[src/rtl/spi_slave_link.sv]
// SPI mode-0 slave endpoint, MSB first, oversampled in the clk domain.
// SCLK/SS_n/MOSI are synchronized and SCLK edges are detected locally.
// Received words leave on a pulse interface. Transmit words come from a
// small FIFO and are shifted out on MISO.
// Ports:
//   clk, rst             system clock, async active-high reset
//   SCLK, SS_n, MOSI     SPI pins from the master (asynchronous)
//   MISO                 registered slave-out data
//   tx_data/valid/ready  TX FIFO push interface
//   rx_data, rx_valid    last received word, one-clk update pulse
//   frame_active         high while synchronized SS_n is low
//   tx_underrun          pulse when IDLE_WORD is loaded from an empty FIFO
module spi_slave_link #(
   parameter int unsigned       DATA_W      = 8,
   parameter int unsigned       SYNC_STAGES = 2,
   parameter int unsigned       TX_DEPTH    = 4,
   parameter logic [DATA_W-1:0] IDLE_WORD   = '0
) (
   input  logic              clk,
   input  logic              rst,
   input  logic              SCLK,
   input  logic              SS_n,
   input  logic              MOSI,
   output logic              MISO,
   input  logic [DATA_W-1:0] tx_data,
   input  logic              tx_valid,
   output logic              tx_ready,
   output logic [DATA_W-1:0] rx_data,
   output logic              rx_valid,
   output logic              frame_active,
   output logic              tx_underrun
);

   localparam int unsigned PTR_W = $clog2(TX_DEPTH);
   localparam int unsigned CNT_W = PTR_W + 1;
   localparam int unsigned BIT_W = $clog2(DATA_W + 1);

   typedef enum logic {ST_IDLE, ST_ACTIVE} state_t;

   state_t                 state;
   logic [SYNC_STAGES-1:0] sclk_sync, ss_sync, mosi_sync;
   logic                   sclk_d;
   logic [BIT_W-1:0]       bit_cnt;
   logic [DATA_W-1:0]      rx_shift, tx_shift;
   logic                   rx_done;
   logic [DATA_W-1:0]      mem [TX_DEPTH];
   logic [PTR_W-1:0]       rd_ptr, wr_ptr;
   logic [CNT_W-1:0]       count, count_nxt;

   logic sclk_s, ss_s, mosi_s;
   logic enter, leave, in_frame, rise, fall, load, fifo_empty, push, pop;

   assign sclk_s = sclk_sync[SYNC_STAGES-1];
   assign ss_s   = ss_sync[SYNC_STAGES-1];
   assign mosi_s = mosi_sync[SYNC_STAGES-1];

   // Frame transitions take priority over any SCLK edge seen in the same clk
   always_comb begin
      enter      = (state == ST_IDLE) && !ss_s;
      leave      = (state == ST_ACTIVE) && ss_s;
      in_frame   = (state == ST_ACTIVE) && !ss_s;
      rise       = in_frame && sclk_s && !sclk_d;
      fall       = in_frame && !sclk_s && sclk_d;
      load       = enter || (fall && (bit_cnt == '0));
      fifo_empty = (count == '0);
      push       = tx_valid && tx_ready;
      pop        = load && !fifo_empty;
      count_nxt  = count + CNT_W'(push) - CNT_W'(pop);
   end

   // FIFO storage needs no reset; occupancy is tracked by count
   always_ff @(posedge clk) begin
      if (push) mem[wr_ptr] <= tx_data;
   end

   // Synchronizers, FIFO pointers, frame FSM and shift registers
   always_ff @(posedge clk or posedge rst) begin
      if (rst) begin
         sclk_sync    <= '0;
         ss_sync      <= '1;
         mosi_sync    <= '0;
         sclk_d       <= 1'b0;
         state        <= ST_IDLE;
         bit_cnt      <= '0;
         rx_shift     <= '0;
         tx_shift     <= '0;
         rx_done      <= 1'b0;
         rd_ptr       <= '0;
         wr_ptr       <= '0;
         count        <= '0;
         tx_ready     <= 1'b1;
         MISO         <= 1'b0;
         rx_data      <= '0;
         rx_valid     <= 1'b0;
         frame_active <= 1'b0;
         tx_underrun  <= 1'b0;
      end else begin
         sclk_sync <= {sclk_sync[SYNC_STAGES-2:0], SCLK};
         ss_sync   <= {ss_sync[SYNC_STAGES-2:0], SS_n};
         mosi_sync <= {mosi_sync[SYNC_STAGES-2:0], MOSI};
         sclk_d    <= sclk_s;

         // Completed word is published one clk after its last bit
         rx_done  <= 1'b0;
         rx_valid <= rx_done;
         if (rx_done) rx_data <= rx_shift;

         tx_underrun <= load && fifo_empty;
         if (push) wr_ptr <= wr_ptr + PTR_W'(1);
         if (pop)  rd_ptr <= rd_ptr + PTR_W'(1);
         count    <= count_nxt;
         tx_ready <= (count_nxt != CNT_W'(TX_DEPTH));

         case (state)
            ST_IDLE: begin
               MISO <= 1'b0;
               if (enter) begin
                  state        <= ST_ACTIVE;
                  frame_active <= 1'b1;
                  bit_cnt      <= '0;
                  tx_shift     <= fifo_empty ? IDLE_WORD : mem[rd_ptr];
               end
            end
            ST_ACTIVE: begin
               if (leave) begin
                  // Partial words in either direction are dropped
                  state        <= ST_IDLE;
                  frame_active <= 1'b0;
                  bit_cnt      <= '0;
                  MISO         <= 1'b0;
               end else begin
                  MISO <= tx_shift[DATA_W-1];
                  if (rise) begin
                     rx_shift <= {rx_shift[DATA_W-2:0], mosi_s};
                     if (bit_cnt == BIT_W'(DATA_W - 1)) begin
                        bit_cnt <= '0;
                        rx_done <= 1'b1;
                     end else begin
                        bit_cnt <= bit_cnt + BIT_W'(1);
                     end
                  end
                  if (fall) begin
                     if (bit_cnt == '0)
                        tx_shift <= fifo_empty ? IDLE_WORD : mem[rd_ptr];
                     else
                        tx_shift <= {tx_shift[DATA_W-2:0], 1'b0};
                  end
               end
            end
            default: state <= ST_IDLE;
         endcase
      end
   end

endmodule

[config.mk]
export PLATFORM = sky130hd
export DESIGN_NAME = spi_slave_link
export DESIGN_NICKNAME = d
export VERILOG_FILES = /design/src/rtl/spi_slave_link.sv
export SDC_FILE = /design/constraint.sdc
export NUM_CORES = 1
export LEC_CHECK = 0
export CORE_ASPECT_RATIO = 0.8
export CORE_MARGIN = 2
export CORE_UTILIZATION = 55
export CTS_CLUSTER_DIAMETER = 200
export DETAILED_ROUTE_END_ITERATION = 6
export PLACE_DENSITY_LB_ADDON = 0.08
export SLEW_MARGIN = 5
export SYNTH_ARGS = -nofsm -noshare
export SYNTH_HDL_FRONTEND = slang
export SYNTH_SLANG_ARGS = --single-unit
[constraint.sdc]
create_clock -name clk -period 3.3 [get_ports clk]
set_clock_uncertainty 0.05 [all_clocks]
set_input_delay 0.495 -clock clk [delete_from_list [all_inputs] [get_ports clk]]
set_output_delay 0.495 -clock clk [all_outputs]
set_load 0.01 [all_outputs]
==> key figures, run 1 <==
Floorplanning
  • Die ar.: 6610 um^2
  • Die Wd: 90.4 um
  • Die Height: 73.1 um
  • Starting Density: 56.2%
  • Rows: 25
  • Ports: 27
  • Core Area: 5850 um^2

Power and ir drop
  • Share of power burned in the clock network: 21.4%
  • Lkg Pwr: 1.58 nW
  • P_sw: 0.950 mW
  • Pint: 1.99 mW
  • Net Sw Frac: 32.4%
  • Register share of total power: 49.8%
  • Pwr Density: 775 nW/um^2
  • Combinational share of power: 28.8%
  • Worst vdd ir: 0.000571 V

Synth
  • Synthesized area: 3290 um^2
  • Synth Area in Adders: 5.56%
  • Synth Register Bits: 81
  • Post-synth ARST share: 60.5%
  • Synth warnings: 0
  • EDFF count, synth: 32
  • Post-synthesis simple-gate area fraction: 6.36%
  • Mapped Nets: 234
  • Syn avg cell area: 15.9 um^2
  • Post-Synth XOR/XNOR Area: 1.33%
  • Mux cell area share after synthesis: 11.3%
  • Cells after Synth: 206
  • Register area share after synthesis: 66.7%
  • Largest family of logic cells by synthesized area: multiplexers
  • Post-synthesis cell type count: 41
  • Synth Area in Compound Gates: 6.44%
  • Synth Flop Type: dfrtp_1

Clock tree
  • Post-CTS Setup Inserts: 0
  • Worst skew pair latency: 0.35 ns
  • H-tree levels: 3
  • CTS Sinks: 81
  • CTS tree: yes
  • Worst-path clk slew: 0.08 ns
  • Cts repair resizes: 0
  • Clk root buf: clkbuf_8
  • Total CTS buffers: 9
  • Clock Path Buffers: 2
  • Cts-stage hold buffer count: 0

STA
  • Fin. Hold Viols: 0
  • Final WS setup: 0.610 ns
  • Pins Over Slew Limit: 0
  • Setup_tns: 0 ns
  • Max transition margin: 34.8%
  • Final worst-path cycle share: 81.5%
  • Fin crit period: 2.69 ns
  • Unrepaired setup endpoints after global routing: false
  • Final setup viols: 0
  • Max Clk Rate: 0.372 GHz
  • Slew @ Worst Pin: 0.977 ns

Placement
  • Port Buffer Count: 26
  • DPL Wire Length: 3880 um
  • Gpl congestion: 0.715
  • Pre-CTS WS: 0.607 ns

Routing
  • Routed wire per std cell: 16.4 um
  • First-pass iteration count of the detailed router: 4
  • Vias per inst: 5.28
  • Violation count after the first detailed-route iteration: 100
  • Final WL: 5300 um
  • Drc violations: 0
  • Final ANT Viol Nets: 0
  • Via count: 1,710

Global routing
  • Pin count of the biggest net entering global routing: 50
  • Vias in the first global route: 1,776
  • First-pass GRT wire length: 8830 um
  • Gr usage total: 17.9%
  • Initial antenna violation count: 0
  • Grt total ovfl: 0

Worst setup path
  • Crit path launch type: register
  • Largest fanout on the critical path: 4
  • Data arrival, critical path: 2.91 ns
  • WP data required: 3.52 ns
  • Crit. End Element: register
  • Critical path class: register to register

Final layout
  • # fillers: 428
  • Final core utilization: 64.8%
  • Ant. Diodes: 0
  • Fin nets: 266
  • Area Overhead vs Synth: 15.3%
  • Share of cells above drive strength 1: 21.4%

Run
  • Max_cap viols: 0

Min path
  • Hold WC Path Type: register to register

Run status
  • Outcome: complete, no violations
## placed cells by master (no fill, tap or decap), drive strengths merged, types with 4 or more instances in the layout
| master | Yosys | layout |
|---|---|---|
| edfxtp | 32 | 32 |
| nand2 | 5 | 5 |
| clkinv | 0 | 5 |
| a21oi | 8 | 8 |
| a22oi | 7 | 7 |
| and3 | 4 | 4 |
| nor2 | 10 | 10 |
| mux2 | 17 | 17 |
| inv | 12 | 12 |
| ha | 13 | 13 |
| o21ai | 5 | 5 |
| mux4 | 8 | 8 |
| clkbuf | 1 | 11 |
| clkdlybuf4s50 | 0 | 26 |
| dfrtp | 46 | 46 |
## Yosys cell counts, drive strengths merged, types with 2 or more instances
| cell | n | area share, % |
|---|---|---|
| a21o | 2 | 0.46 |
| a21oi | 8 | 1.4 |
| a22oi | 7 | 1.6 |
| and2 | 2 | 0.38 |
| and3 | 4 | 0.76 |
| buf | 4 | 0.84 |
| dfrtp | 46 | 35 |
| dfstp | 3 | 2.4 |
| edfxtp | 32 | 29 |
| ha | 13 | 5.0 |
| inv | 12 | 1.4 |
| mux2 | 17 | 5.8 |
| mux4 | 8 | 5.5 |
| nand2 | 5 | 0.57 |
| nand2b | 2 | 0.38 |
| nand3 | 3 | 0.46 |
| nand3b | 2 | 0.46 |
| nor2 | 10 | 1.1 |
| nor2b | 2 | 0.38 |
| nor3b | 3 | 0.99 |
| o21ai | 5 | 0.76 |
| xnor2 | 2 | 0.53 |
| xor2 | 3 | 0.80 |
## kinds of logic after synthesis
kind of cell	Yosys count
fa+ha+maj	14
simple gates	36
flops	81
xor+xnor	5
mux	25
compound gates	28
buf+inv	17
## metrics by stage
stage | cell area, um^2 | total power [mW] | cells | hold slack (ns)
floorplan | 3290 | 2.11 | 206 | 0.281
global placement | 3620 | 2.26 | 308 | 0.289
detailed placement | 3620 | 2.34 | 308 | 0.291
CTS | 3790 | 2.96 | 324 | 0.308
global route | 3790 | 3.12 | 324 | 0.319
finish | 3790 | 2.94 | 324 | 0.302
## power groups by stage
stage	registers [mW]	logic [mW]	clock network, mW
after floorplan	1.40	0.703	0
after global placement	1.47	0.790	0
after detailed placement	1.49	0.854	0
after CTS	1.47	0.852	0.646
after global routing	1.50	0.940	0.685
final	1.46	0.845	0.628
## worst paths after layout
check | startpoint | endpoint | slack (ns) | depth (start not counted)
setup / recovery | ss_sync[1] | tx_ready | 0.61 | 10
hold / removal | sclk_sync[0] | sclk_sync[1] | 0.30 | 0
min in group asynchronous | rst | wr_ptr[0] | 0.64 | 2
setup reg to reg | ss_sync[1] | tx_ready | 0.61 | 10
hold reg to reg | sclk_sync[0] | sclk_sync[1] | 0.30 | 0
max in group asynchronous | rst | rx_data[4] | 1.95 | 2
## worst max-delay path, cell delays in order, from the launching register on
cell and delay (ns):
dfstp_2 0.55, inv_1 0.08, ha_1 0.24, a41oi_1 0.40, nor2_1 0.13, ha_1 0.29
inv_1 0.04, ha_1 0.18, fa_1 0.37, xnor2_1 0.21, nand2_1 0.08
## registers in the layout (all words and copies together) (netlist names), 2 cells and up
name	flops
mem	32
tx_shift	8
rx_shift	8
mosi_sync	2
count	3
ss_sync	2
sclk_sync	2
rx_data	8
bit_cnt	4
wr_ptr	2
rd_ptr	2
## cell type report
| class | count | area (um^2) | share of cell area, % |
|---|---|---|---|
| multi-input cells | 108 | 1020 | 26.9 |
| well taps | 81 | 101 | 2.67 |
| clock inverters | 5 | 32.5 | 0.858 |
| inverters | 12 | 45.0 | 1.19 |
| repair buffers | 26 | 260 | 6.87 |
| flip-flops and latches | 81 | 2190 | 57.8 |
| clock buffers | 11 | 141 | 3.73 |
## metal layers
metal	share of wire, %	track usage, %	wire [um]	up-vias
li1	-	-	-	810
met1	46	23.6	2460	866
met2	49	28.5	2620	32
met3	3.8	6.30	202	2
met4	0.38	5.64	20	0
met5	0	0	0	-
Power figures use the tool's default switching activity.
==> run 2: changes to the inputs <==
--- a/config.mk
+++ b/config.mk
@@ -7,7 +7,7 @@
 export LEC_CHECK = 0
 export CORE_ASPECT_RATIO = 0.8
 export CORE_MARGIN = 2
-export CORE_UTILIZATION = 55
+export CORE_UTILIZATION = 51
 export CTS_CLUSTER_DIAMETER = 200
 export DETAILED_ROUTE_END_ITERATION = 6
 export PLACE_DENSITY_LB_ADDON = 0.08
==> constraint.sdc (replaced) <==
create_clock -name clk -period 2.2 [get_ports clk]
set_clock_uncertainty 0.05 [all_clocks]
set_input_delay 0.33 -clock clk [delete_from_list [all_inputs] [get_ports clk]]
set_output_delay 0.33 -clock clk [all_outputs]
set_load 0.01 [all_outputs]
==> run 2 against run 1 <==
The flow now finishes with violations (negative setup slack). Largest cell class unchanged. Cell count up 6.8%. Design area up 6.9%. Sequential power up 47%. Worst hold slack worse by 0.12 ns.
==> key figures, run 2 (synthesis gave the netlist of run 1 again) <==
Floorplanning
  • Rows: 26 (was 25)
  • Die Height: 75.8 um (was 73.1 um)
  • Starting Density: 52.1% (was 56.2%)
  • Core Area: 6310 um^2 (was 5850 um^2)
  • Ports: 27 (unchanged)
  • Die Wd: 93.7 um (was 90.4 um)
  • Die ar.: 7100 um^2 (was 6610 um^2)

Final layout
  • Final Cell Area: 4050 um^2 (was 3790 um^2)
  • Fin nets: 285 (was 266)
  • Most frequent cells in the layout: dfrtp_1 (45), edfxtp_1 (32), clkdlybuf4s50_1 (26), buf_4 (19), mux2_2 (17) (was dfrtp_1 (46), edfxtp_1 (32), clkdlybuf4s50_1 (26), mux2_2 (17), ha_1 (13))
  • Top reg by flops: mem (unchanged)
  • Ant. Diodes: 0 (unchanged)
  • Area Overhead vs Synth: 23.3% (was 15.3%)
  • Commonest non-fill, non-tap cell in the layout: dfrtp_1 (unchanged)
  • Share of cells above drive strength 1: 32.8% (was 21.4%)
  • # fillers: 471 (was 428)
  • Max reg flops: 32 (unchanged)

Placement
  • Port Buffer Count: 26 (unchanged)
  • DPL Wire Length: 4050 um (was 3880 um)
  • Placed Area: 3780 um^2 (was 3620 um^2)
  • Gpl congestion: 0.738 (was 0.715)

Global routing
  • Met3 GRT Util: 6.03% (was 6.30%)
  • Gr usage total: 17.6% (was 17.9%)
  • Grt met2 use: 26.3% (was 28.5%)
  • Gr busiest metal: met2 (unchanged)
  • Initial antenna violation count: 0 (unchanged)
  • M1 GR Usage: 22.9% (was 23.6%)
  • Pin count of the biggest net entering global routing: 23 (was 50)
  • Vias in the first global route: 1,929 (was 1,776)
  • Grt total ovfl: 0 (unchanged)
  • First-pass GRT wire length: 9110 um (was 8830 um)

Routing
  • Routed wire per std cell: 16.1 um (was 16.4 um)
  • Violation count after the first detailed-route iteration: 88 (was 100)
  • Drc violations: 0 (unchanged)
  • Final WL: 5570 um (was 5300 um)
  • Vias per inst: 5.36 (was 5.28)
  • Via count: 1,854 (was 1,710)
  • Final ANT Viol Nets: 0 (unchanged)
  • First-pass iteration count of the detailed router: 4 (unchanged)

Power and ir drop
  • Lkg Pwr: 1.69 nW (was 1.58 nW)
  • Worst vdd ir: 0.000881 V (was 0.000571 V)
  • Power Total: 4.93 mW (was 2.94 mW)
  • Pwr Density: 1220 nW/um^2 (was 775 nW/um^2)

STA
  • Final worst-path cycle share: 106% (was 81.5%)
  • Final WS setup: -0.137 ns (was 0.610 ns)
  • Pins Over Slew Limit: 0 (unchanged)
  • Max transition margin: 66.9% (was 34.8%)
  • Unrepaired setup endpoints after global routing: true (was false)
  • Max Clk Rate: 0.428 GHz (was 0.372 GHz)
  • Fin crit period: 2.34 ns (was 2.69 ns)
  • Fin. Hold Viols: 0 (unchanged)
  • Final setup viols: 3 (was 0)
  • Slew @ Worst Pin: 0.495 ns (was 0.977 ns)

Run status
  • Failing checks: negative setup slack
  • Outcome: finished with violations (was complete, no violations)

Worst setup path
  • Crit. End Element: register (unchanged)
  • WP data required: 2.45 ns (was 3.52 ns)
  • Largest fanout on the critical path: 2 (was 4)
  • Setup slack, reg-to-reg: -0.14 ns (was 0.61 ns)
  • Data arrival, critical path: 2.59 ns (was 2.91 ns)
  • Critical path class: register to register (unchanged)
  • Crit path launch type: register (unchanged)

Run
  • Max_cap viols: 0 (unchanged)

Clock tree
  • CTS Sinks: 81 (unchanged)
  • Clk root buf: clkbuf_8 (unchanged)
  • H-tree levels: 3 (unchanged)
  • Worst-path clk slew: 0.10 ns (was 0.08 ns)
  • Clock Path Buffers: 2 (unchanged)
  • Worst skew pair latency: 0.36 ns (was 0.35 ns)
  • Cts-stage hold buffer count: 0 (unchanged)
  • CTS tree: yes (unchanged)
  • Total CTS buffers: 9 (unchanged)

Min path
  • Hold WC Path Type: input port to async pin (was register to register)
-- run 2: cell count changes in the layout (fill, tap and decap cells not counted), moves of 2 or more --
| cell | before | now |
|---|---|---|
| buf_4 | 0 | 19 |
| clkinv_2 | 3 | 0 |
| ha_1 | 13 | 9 |
| ha_4 | 0 | 3 |
| inv_1 | 11 | 7 |
| inv_2 | 1 | 5 |
| inv_6 | 0 | 4 |
| nor2_1 | 10 | 8 |
| nor2_2 | 0 | 2 |
-- run 2: routing by layer --
layer	wire length, um	vias up	share of wire (%)
li1	-	858	-
met4	143	0	2.6
met2	2610	44	47
met5	0	-	0
met1	2550	935	46
met3	262	17	4.7
-- run 2: final cells by class --
cell class / instances / area [um^2] / share of cell area, %
Sequential cell: 81 / 2190 / 54.1
Clock buffer: 9 / 124 / 3.06
Clock inverter: 7 / 82.6 / 2.04
Multi-Input combinational cell: 108 / 1100 / 27.1
Timing Repair Buffer: 45 / 403 / 9.95
Inverter: 12 / 45.0 / 1.11
Tap cell: 84 / 105 / 2.60
-- run 2: stage by stage --
step / hold WS [ns] / utilization (%) / TNS (ns) / setup slack (ns) / instances
after global placement: 0.286 / 59.9 / -0.0809 / -0.0809 / 329
final: 0.184 / 64.2 / -0.205 / -0.137 / 346
after CTS: 0.188 / 63.4 / -0.381 / -0.222 / 345
after global routing: 0.221 / 64.2 / -0.582 / -0.281 / 346
after floorplan: 0.281 / - / -0.0999 / -0.0866 / 206
after detailed placement: 0.289 / 59.9 / -0.329 / -0.212 / 329
-- run 2: what timing repair did --
action	in CTS	in global routing
pin swaps	4	5
resized for setup	4	9
buffers inserted	0	1
cloned	0	0
setup endpoints to repair	3	3
endpoints found under the hold margin	0	0
-- run 2: report_power, final --
part	total [mW]	internal (mW)	leakage, nW	switching (mW)
clock network	1.12	0.544	0.105	0.578
registers	2.15	1.93	0.910	0.221
logic	1.66	0.841	0.679	0.818
total	4.93	3.31	1.69	1.62
-- run 2: final timing paths --
check,depth (start not counted),start,end
worst max register to register,11,bit_cnt[1],tx_ready
max in group asynchronous,3,rst,rx_shift[5]
worst min-delay path,2,rst,count[0]
worst min register to register,0,mosi_sync[0],mosi_sync[1]
min in group clk,0,mosi_sync[0],mosi_sync[1]
worst max-delay path,11,bit_cnt[1],tx_ready
-- run 2: worst max-delay path: stages (launching register included) --
cell	delay (ns)
dfrtp_1	0.40
inv_2	0.08
ha_4	0.11
nor3b_4	0.27
a41oi_4	0.17
nor2_2	0.13
ha_1	0.25
inv_2	0.07
ha_4	0.12
fa_2	0.45
nor2_2	0.12
nand2_1	0.07
